===== src/rtl/sigmadelta_pkg.sv =====
// sigmadelta_pkg: shared CIC order, width helper and left-align/saturate scaling for the delta-sigma paths.
// SIGMADELTA_ADC_SINC3_EN selects a third-order CIC instead of second-order.
package sigmadelta_pkg;
`ifdef SIGMADELTA_ADC_SINC3_EN
  localparam int CIC_N = 3;
`else
  localparam int CIC_N = 2;
`endif
  function automatic int cic_k(input int dlog2);
    return CIC_N * dlog2;
  endfunction
  // Full-scale c = 2^k cannot be represented in k bits, so clamp before aligning.
  function automatic logic [31:0] left_align(input logic [31:0] c, input int k, input int sw);
    logic [31:0] lim;
    logic [31:0] cs;
    lim = (32'd1 << k) - 32'd1;
    cs = (c > lim) ? lim : c;
    return (k <= sw) ? cs << (sw - k) : cs >> (k - sw);
  endfunction
endpackage


===== src/rtl/sigmadelta_cic_integrator.sv =====
// sigmadelta_cic_integrator: one free-running modulo accumulator stage of the CIC filter.
module sigmadelta_cic_integrator #(
  parameter int W = 11
) (
  input  logic         clk,
  input  logic         reset_n,
  input  logic [W-1:0] i_d,
  output logic [W-1:0] o_acc
);
  logic [W-1:0] r_acc;
  always_ff @(posedge clk or negedge reset_n)
    if (!reset_n) r_acc <= '0;
    else r_acc <= r_acc + i_d;
  assign o_acc = r_acc;
endmodule


===== src/rtl/sigmadelta_adc_decimator.sv =====
// sigmadelta_adc_decimator: first-order delta-sigma loop around an external comparator plus CIC decimator to unsigned PCM.
// SIGMADELTA_ADC_SINC3_EN (via sigmadelta_pkg) raises the CIC order from 2 to 3.
module sigmadelta_adc_decimator
  import sigmadelta_pkg::*;
#(
  parameter int signalwidth = 16,
  parameter int decimlog2 = 5
) (
  input  logic                   clk,
  input  logic                   reset_n,
  input  logic                   cmp_in,
  output logic                   fb,
  output logic [signalwidth-1:0] q,
  output logic                   q_valid
);
  localparam int K = cic_k(decimlog2);
  localparam int KW = K + 1;
  localparam logic [1:0] SETTLE = 2'(CIC_N);
  logic                 r_s1;
  logic                 r_s2;
  logic [decimlog2-1:0] r_cnt;
  logic [1:0]           r_settle;
  logic [KW-1:0]        r_dly [CIC_N];
  logic [KW-1:0]        w_int [CIC_N+1];
  logic [KW-1:0]        w_comb [CIC_N+1];
  logic                 w_tick;
  assign w_tick = &r_cnt;
  assign w_int[0] = KW'(fb);
  assign w_comb[0] = w_int[CIC_N];
  for (genvar g = 0; g < CIC_N; g++) begin : g_stage
    sigmadelta_cic_integrator #(.W(KW)) u_int (
      .clk    (clk),
      .reset_n(reset_n),
      .i_d    (w_int[g]),
      .o_acc  (w_int[g+1])
    );
    assign w_comb[g+1] = w_comb[g] - r_dly[g];
  end
  // fb is the loop bit and also the filter input, so the filter sees exactly what drives the RC.
  always_ff @(posedge clk or negedge reset_n)
    if (!reset_n) begin
      r_s1     <= 1'b0;
      r_s2     <= 1'b0;
      fb       <= 1'b0;
      r_cnt    <= '0;
      r_settle <= '0;
      q        <= '0;
      q_valid  <= 1'b0;
      for (int i = 0; i < CIC_N; i++) r_dly[i] <= '0;
    end else begin
      r_s1    <= cmp_in;
      r_s2    <= r_s1;
      fb      <= r_s2;
      r_cnt   <= r_cnt + 1'b1;
      q_valid <= w_tick && (r_settle == SETTLE);
      if (w_tick) begin
        for (int i = 0; i < CIC_N; i++) r_dly[i] <= w_comb[i];
        if (r_settle == SETTLE) q <= signalwidth'(left_align(32'(w_comb[CIC_N]), K, signalwidth));
        else r_settle <= r_settle + 1'b1;
      end
    end
endmodule


===== config.mk =====
export PLATFORM = sky130hd
export DESIGN_NAME = sigmadelta_adc_decimator
export DESIGN_NICKNAME = d
export VERILOG_FILES = /design/src/rtl/sigmadelta_pkg.sv /design/src/rtl/sigmadelta_cic_integrator.sv /design/src/rtl/sigmadelta_adc_decimator.sv
export SDC_FILE = /design/constraint.sdc
export NUM_CORES = 1
export LEC_CHECK = 0
export CORE_AREA = 4 4 104 77
export DETAILED_ROUTE_END_ITERATION = 12
export DIE_AREA = 0 0 108 81
export GPL_TIMING_DRIVEN = 0
export PLACE_DENSITY = 0.84
export SYNTH_ARGS = -nofsm -noshare
export SYNTH_HDL_FRONTEND = slang
export SYNTH_SLANG_ARGS = --single-unit

===== constraint.sdc =====
create_clock -name clk -period 7.65 [get_ports clk]
set_input_delay 1.1475 -clock clk [delete_from_list [all_inputs] [get_ports clk]]
set_output_delay 1.1475 -clock clk [all_outputs]
set_load 0.05 [all_outputs]

==> results of run 1 <==
[flip-flops by register name, indices dropped and copies added, names as in the netlist]
signal	flops
fb	1
q_valid	1
r_dly	22
r_settle	2
r_cnt	5
q	10
g_stage.u_int.o_acc	22
r_s1	1
r_s2	1
[through the flow]
stage          hold WS [ns]  std cells  setup slack, ns  instance area, sq um
3_3_place_gp          0.336        495             3.32                  4040
3_5_place_dp          0.348        495             3.77                  4040
6_report              0.354        511             3.69                  4220
5_1_grt               0.371        511             3.38                  4220
4_1_cts               0.357        511             3.72                  4220
2_1_floorplan         0.331        383             4.30                  3780
[cell usage in the layout, fill, tap and decap left out, types with 8 or more instances in the layout]
cell type | Yosys | final
dfrtp_1 | 65 | 65
inv_1 | 37 | 37
and3_1 | 8 | 8
ha_1 | 35 | 35
nor3_1 | 8 | 8
clkdlybuf4s50_1 | 0 | 13
nand2_1 | 27 | 27
clkbuf_8 | 0 | 9
nand3_1 | 9 | 9
xnor2_1 | 20 | 20
nor2_1 | 26 | 26
xor2_1 | 9 | 9
a21oi_1 | 15 | 15
o21ai_0 | 27 | 27
a31oi_1 | 8 | 8
[routing by layer]
metal,track usage,share of wire
met1,0.239,0.47
met4,0.0656,0.016
met3,0.0492,0.055
met5,0,0
met2,0.283,0.46
[worst register-to-register path: cells and delay by family, from the launching register on]
kind | cells | cell delay [ns]
simple gates | 1 | 0.13
xor+xnor | 2 | 0.50
flops | 1 | 0.46
compound gates | 10 | 2.08
fa+ha+maj | 2 | 0.65
[synthesized netlist by cell type, types with 6 or more instances]
| cell | number | area [sq um] |
|---|---|---|
| inv_1 | 37 | 139 |
| ha_1 | 35 | 438 |
| clkbuf_1 | 6 | 22.5 |
| a21o_1 | 6 | 45.0 |
| and3_1 | 8 | 50.1 |
| o21ai_0 | 27 | 135 |
| a21oi_1 | 15 | 75.1 |
| nor3_1 | 8 | 40.0 |
| nand3_1 | 9 | 45.0 |
| xnor2_1 | 20 | 175 |
| nand2_1 | 27 | 101 |
| a31oi_1 | 8 | 50.1 |
| xor2_1 | 9 | 78.8 |
| dfrtp_1 | 65 | 1630 |
| nor2_1 | 26 | 97.6 |
| buf_4 | 6 | 45.0 |
[worst max path at each step]
| stage | from | to | slack (ns) | depth (start not counted) |
|---|---|---|---|---|
| floorplan | g_stage[1].u_int.o_acc[0]$_DFF_PN0_ | q[10]$_DFFE_PN0P_ | 4.30 | 15 |
| global placement | reset_n | g_stage[1].u_int.o_acc[0]$_DFF_PN0_ | 3.32 | 1 |
| detailed placement | g_stage[1].u_int.o_acc[1]$_DFF_PN0_ | q[12]$_DFFE_PN0P_ | 3.77 | 15 |
| CTS | g_stage[1].u_int.o_acc[1]$_DFF_PN0_ | q[12]$_DFFE_PN0P_ | 3.72 | 15 |
| global route | g_stage[1].u_int.o_acc[1]$_DFF_PN0_ | q[9]$_DFFE_PN0P_ | 3.38 | 15 |
| finish | g_stage[1].u_int.o_acc[1]$_DFF_PN0_ | q[12]$_DFFE_PN0P_ | 3.69 | 15 |
[layout make-up]
class | count | area (sq um)
Buffer | 12 | 67.6
Clock buffer | 10 | 128
Clock inverter | 6 | 50.0
Fill cell | 589 | 2840
Inverter | 37 | 139
Multi-Input combinational cell | 269 | 1950
Sequential cell | 65 | 1630
Tap cell | 98 | 123
Timing Repair Buffer | 14 | 138
[logic make-up after synthesis]
family | count (synthesis) | synth area share
multiplexers | 5 | 0.0146
adder cells (fa/ha/maj) | 38 | 0.132
XOR/XNOR | 30 | 0.0749
flip-flops | 65 | 0.432
AND/OR/NAND/NOR | 104 | 0.139
AO/OA/AOI/OAI | 86 | 0.151
buffers and inverters | 49 | 0.0549
other | 1 | 0.000997
==> impl_metrics.yaml, run 1 <==
final_layout:
  final_util: 0.597
  drive_above_1_share: 0.0823
  synthToLayoutAreaGrowth_pct: 12.1
  antenna_cells: 0
  fin_nets: 449
setup_path:
  critPathBufInv: 0
  cp.required_ns: 7.84
  worstReg2RegStart: "g_stage[1].u_int.o_acc[1]$_DFF_PN0_"
  critPathSlowestCell: "dfrtp_1"
  start_kind: "flip-flop"
  cpLargestDelayFamily: "compound AO/OA/AOI/OAI gates"
  worstSetupEndpointType: "flip-flop"
  cp_slowest_stage_delay_ns: 0.46
  path_class: "flip-flop to flip-flop"
  cp_cell_sequence: "ha_1 -> nor2b_1 -> o21ai_0 -> a21boi_1 -> o31ai_1 -> a21oi_1 -> xor2_1 -> ha_1 -> o21ai_0 -> a21oi_1 -> o21ai_4 -> a21o_1 -> a31oi_4 -> xor2_4 -> a31oi_1"
  critPathArrivalTime_ns: 4.15
  rrSetupSlack_ns: 3.69
  critPathMaxFanout: 10
  reg2reg_to: "q[12]$_DFFE_PN0P_"
  reg2reg_depth: 15
global_routing:
  grt_pass1_vias: 2804
  grt_start_max_net_pins: 66
  grt_pass1_wl_mm: 12.4
  grt_antenna_before_repair: 0
  grt_usage: 0.179
  grt_overflow: 0
clock_tree:
  cts_resized: 0
  numClockSinks: 65
  htree_levels: 3
  clockRootBuffer: "clkbuf_8"
  postCtsHoldBufs: 0
  cts_buffers: 9
  clk_pin_slew_ns: 0.07
  worstSkewPairLatency_ns: 0.35
  cts_tree: "done"
  cts_setup_buffers: 0
  cts.path.max_buffers: 2
detailed_routing:
  viasPerCell: 5.43
  wirelength_mm: 7.05
  drt.antenna.violating_nets: 0
  first_pass_iters: 4
  drtIter0Drc: 136
  num_vias: 2774
  wl_per_cell_um: 13.8
  remaining_drc_errors: 0
yosys:
  ys_seq_area_frac: 0.432
  syn-cell-area_sq_um: 3760
  synth-edff-count: 0
  avgSynthCellArea_sq_um: 9.95
  synth_cell_types: 50
  ys_warn_count: 0
  synth-async-reset-ratio: 1.00
  ys_seq_elements: 65
  synth-main-ff-cell: "dfrtp_1"
  syn_inst: 378
sta:
  slew_headroom: 0.443
  rsz0062_at_grt: "no"
  period_share: 0.517
  fmax_mhz: 253
  tightestPinTransition_ns: 0.836
  maxSlewViolCount: 0
  finalSetupViolCount: 0
  hold_viol: 0
  period_needed_ns: 3.96
  skew_ns: 0.0110
  finalSetupTns_ns: 0
floorplanning:
  core_area_sq_um: 7060
  start_util: 0.533
  num_rows: 26
  ios: 21
  die_area_sq_um: 8750
  die_w_um: 108
  die_y_um: 81
place:
  dp_hpwl_mm: 5.20
  place_congestion: 0.763
  numPortBuffers: 14
hold_path:
  hold_depth: 0
  hp-class: "flip-flop to flip-flop"
  min_to: "r_s2$_DFF_PN0_"
  min-delay-start: "r_s1$_DFF_PN0_"
run:
  maxCapViolCount: 0
outcome:
  outcome: "finished clean"
Power of run 1 is not shown: default switching activity piles up to over one toggle a cycle in this logic, so the estimate is an artifact.
==> inputs of run 2 (changes only) <==
- clock period: 7.65 -> 3.66 ns (I/O delays scaled with it)
==> run 2 against run 1 <==
  * The run now ends with setup timing left
  * Register-to-register slack got worse by 3.7 ns
  * Global-route usage increased by 1.4 points
  * Routed wire length increased by 12%
  * Worst hold slack got worse by 0.071 ns
  * Utilization increased by 3.6 points
  * Fmax increased by 8.1%
  * Via count increased by 4.2%
  * Die area unchanged
  * Worst setup slack got worse by 3.7 ns
  * Critical path depth unchanged
  * Clock skew decreased by 0.00065 ns
==> impl_metrics.yaml, run 2 (same netlist as run 1, synthesis figures left out) <==
detailed_routing:
  viasPerCell: 5.45
  wirelength_mm: 7.93
  remaining_drc_errors: 0
  drt.antenna.violating_nets: 0
  num_vias: 2890
  first_pass_iters: 5
  drtIter0Drc: 169
  wl_per_cell_um: 15.0
outcome:
  violations: "setup timing"
  outcome: "finished with violations"
setup_path:
  critPathBufInv: 2
  path_class: "flip-flop to flip-flop"
  worst_path_most_repeated_cell: "ha_2"
  rrSetupSlack_ns: -0.001
  cp_cell_sequence: "inv_1 -> ha_2 -> inv_2 -> fa_2 -> a211oi_2 -> o21bai_1 -> a21oi_2 -> xnor2_2 -> ha_2 -> or4_4 -> o21ai_4 -> o22ai_2 -> a31oi_4 -> xor2_4 -> a31oi_1"
  reg2reg_depth: 15
  start_kind: "flip-flop"
  cp.required_ns: 3.86
  critPathMaxFanout: 5
  cpLargestDelayFamily: "compound AO/OA/AOI/OAI gates"
  worstSetupEndpointType: "flip-flop"
  cp_slowest_stage_delay_ns: 0.49
  reg2reg_to: "q[12]$_DFFE_PN0P_"
  worstReg2RegStart: "g_stage[1].u_int.o_acc[0]$_DFF_PN0_"
  worst-path-stages: 15
  critPathSlowestCell: "or4_4"
  critPathArrivalTime_ns: 3.86
sta:
  skew_ns: 0.0104
  period_needed_ns: 3.66
  setup_ws_ns: -0.00133
  tightestPinTransition_ns: 0.825
  fmax_mhz: 273
  rsz0062_at_grt: "yes"
  period_share: 1.00
  finalSetupViolCount: 1
  slew_headroom: 0.450
  maxSlewViolCount: 0
  hold_viol: 0
clock_tree:
  cts.path.max_buffers: 2
  worstSkewPairLatency_ns: 0.35
  numClockSinks: 65
  cts_tree: "done"
  clockRootBuffer: "clkbuf_8"
  htree_levels: 3
  clk_pin_slew_ns: 0.08
  cts_buffers: 9
hold_path:
  hp-class: "input pin to asynchronous set/reset pin"
floorplanning:
  start_util: 0.533
  die_w_um: 108
  num_rows: 26
  ios: 21
  die_y_um: 81
  die_area_sq_um: 8750
  core_area_sq_um: 7060
place:
  pre_cts_slack_ns: -0.221
  dp_hpwl_mm: 5.20
  place_congestion: 0.763
  numPortBuffers: 14
  placed_cells: 495
global_routing:
  grt_overflow: 0
  grt_usage: 0.193
  grt_antenna_before_repair: 0
  grt_pass1_wl_mm: 13.2
  grt_start_max_net_pins: 66
  grt_pass1_vias: 2932
final_layout:
  layout_common_cells: "64 x dfrtp_1, 35 x inv_1, 31 x ha_1, 27 x nand2_1"
  antenna_cells: 0
  final_common_cell: "dfrtp_1"
  drive_above_1_share: 0.171
  synthToLayoutAreaGrowth_pct: 19.0
  final_util: 0.634
  fill_cells: 551
  layout.cells.non_filler: 530
  fin_nets: 468
run:
  maxCapViolCount: 0
-- run 2: timing repair --
action / in CTS / in global routing
hold endpoints to repair: 0 / 0
cloned: 1 / 0
pin swaps: 11 / 17
resized for setup: 11 / 17
endpoints found under the setup margin: 10 / 10
hold buffers: 0 / 0
buffers inserted: 10 / 9
-- run 2: through the flow --
| stage | hold WS (ns) | cell area (sq um) | setup TNS [ns] |
|---|---|---|---|
| 5_1_grt | 0.348 | 4470 | -1.20 |
| 2_1_floorplan | 0.253 | 3780 | 0 |
| 3_3_place_gp | 0.336 | 4040 | -4.42 |
| 6_report | 0.283 | 4470 | -0.00133 |
| 4_1_cts | 0.320 | 4340 | 0 |
| 3_5_place_dp | 0.348 | 4040 | -1.89 |
-- run 2: layout make-up --
type,count,area (sq um),area share
buffer,12,67.6,0.0151
sequential,65,1630,0.364
tap,98,123,0.0274
clock inverter,6,50.0,0.0112
multi-input combinational,270,2070,0.462
timing repair buffer,32,273,0.0610
clock buffer,10,128,0.0285
inverter,37,139,0.0310
-- run 2: how the worst max path moves through the flow --
stage,from,to,slack (ns)
final,g_stage[1].u_int.o_acc[0]$_DFF_PN0_,q[12]$_DFFE_PN0P_,-0.001
after global routing,r_dly[12]$_DFFE_PN0P_,q[12]$_DFFE_PN0P_,-0.14
after CTS,g_stage[1].u_int.o_acc[0]$_DFF_PN0_,q[12]$_DFFE_PN0P_,0.004
after detailed placement,g_stage[1].u_int.o_acc[1]$_DFF_PN0_,q[12]$_DFFE_PN0P_,-0.22
after global placement,reset_n,g_stage[1].u_int.o_acc[0]$_DFF_PN0_,-0.07
after floorplan,g_stage[1].u_int.o_acc[0]$_DFF_PN0_,q[10]$_DFFE_PN0P_,0.31
-- run 2: layer usage --
| layer | share of wire | track usage | vias up |
|---|---|---|---|
| met2 | 0.48 | 0.310 | 71 |
| li1 | - | - | 1406 |
| met3 | 0.066 | 0.0485 | 12 |
| met4 | 0.014 | 0.0706 | 0 |
| met5 | 0 | 0 | - |
| met1 | 0.44 | 0.257 | 1401 |
Power of run 2 is left out for the same reason.
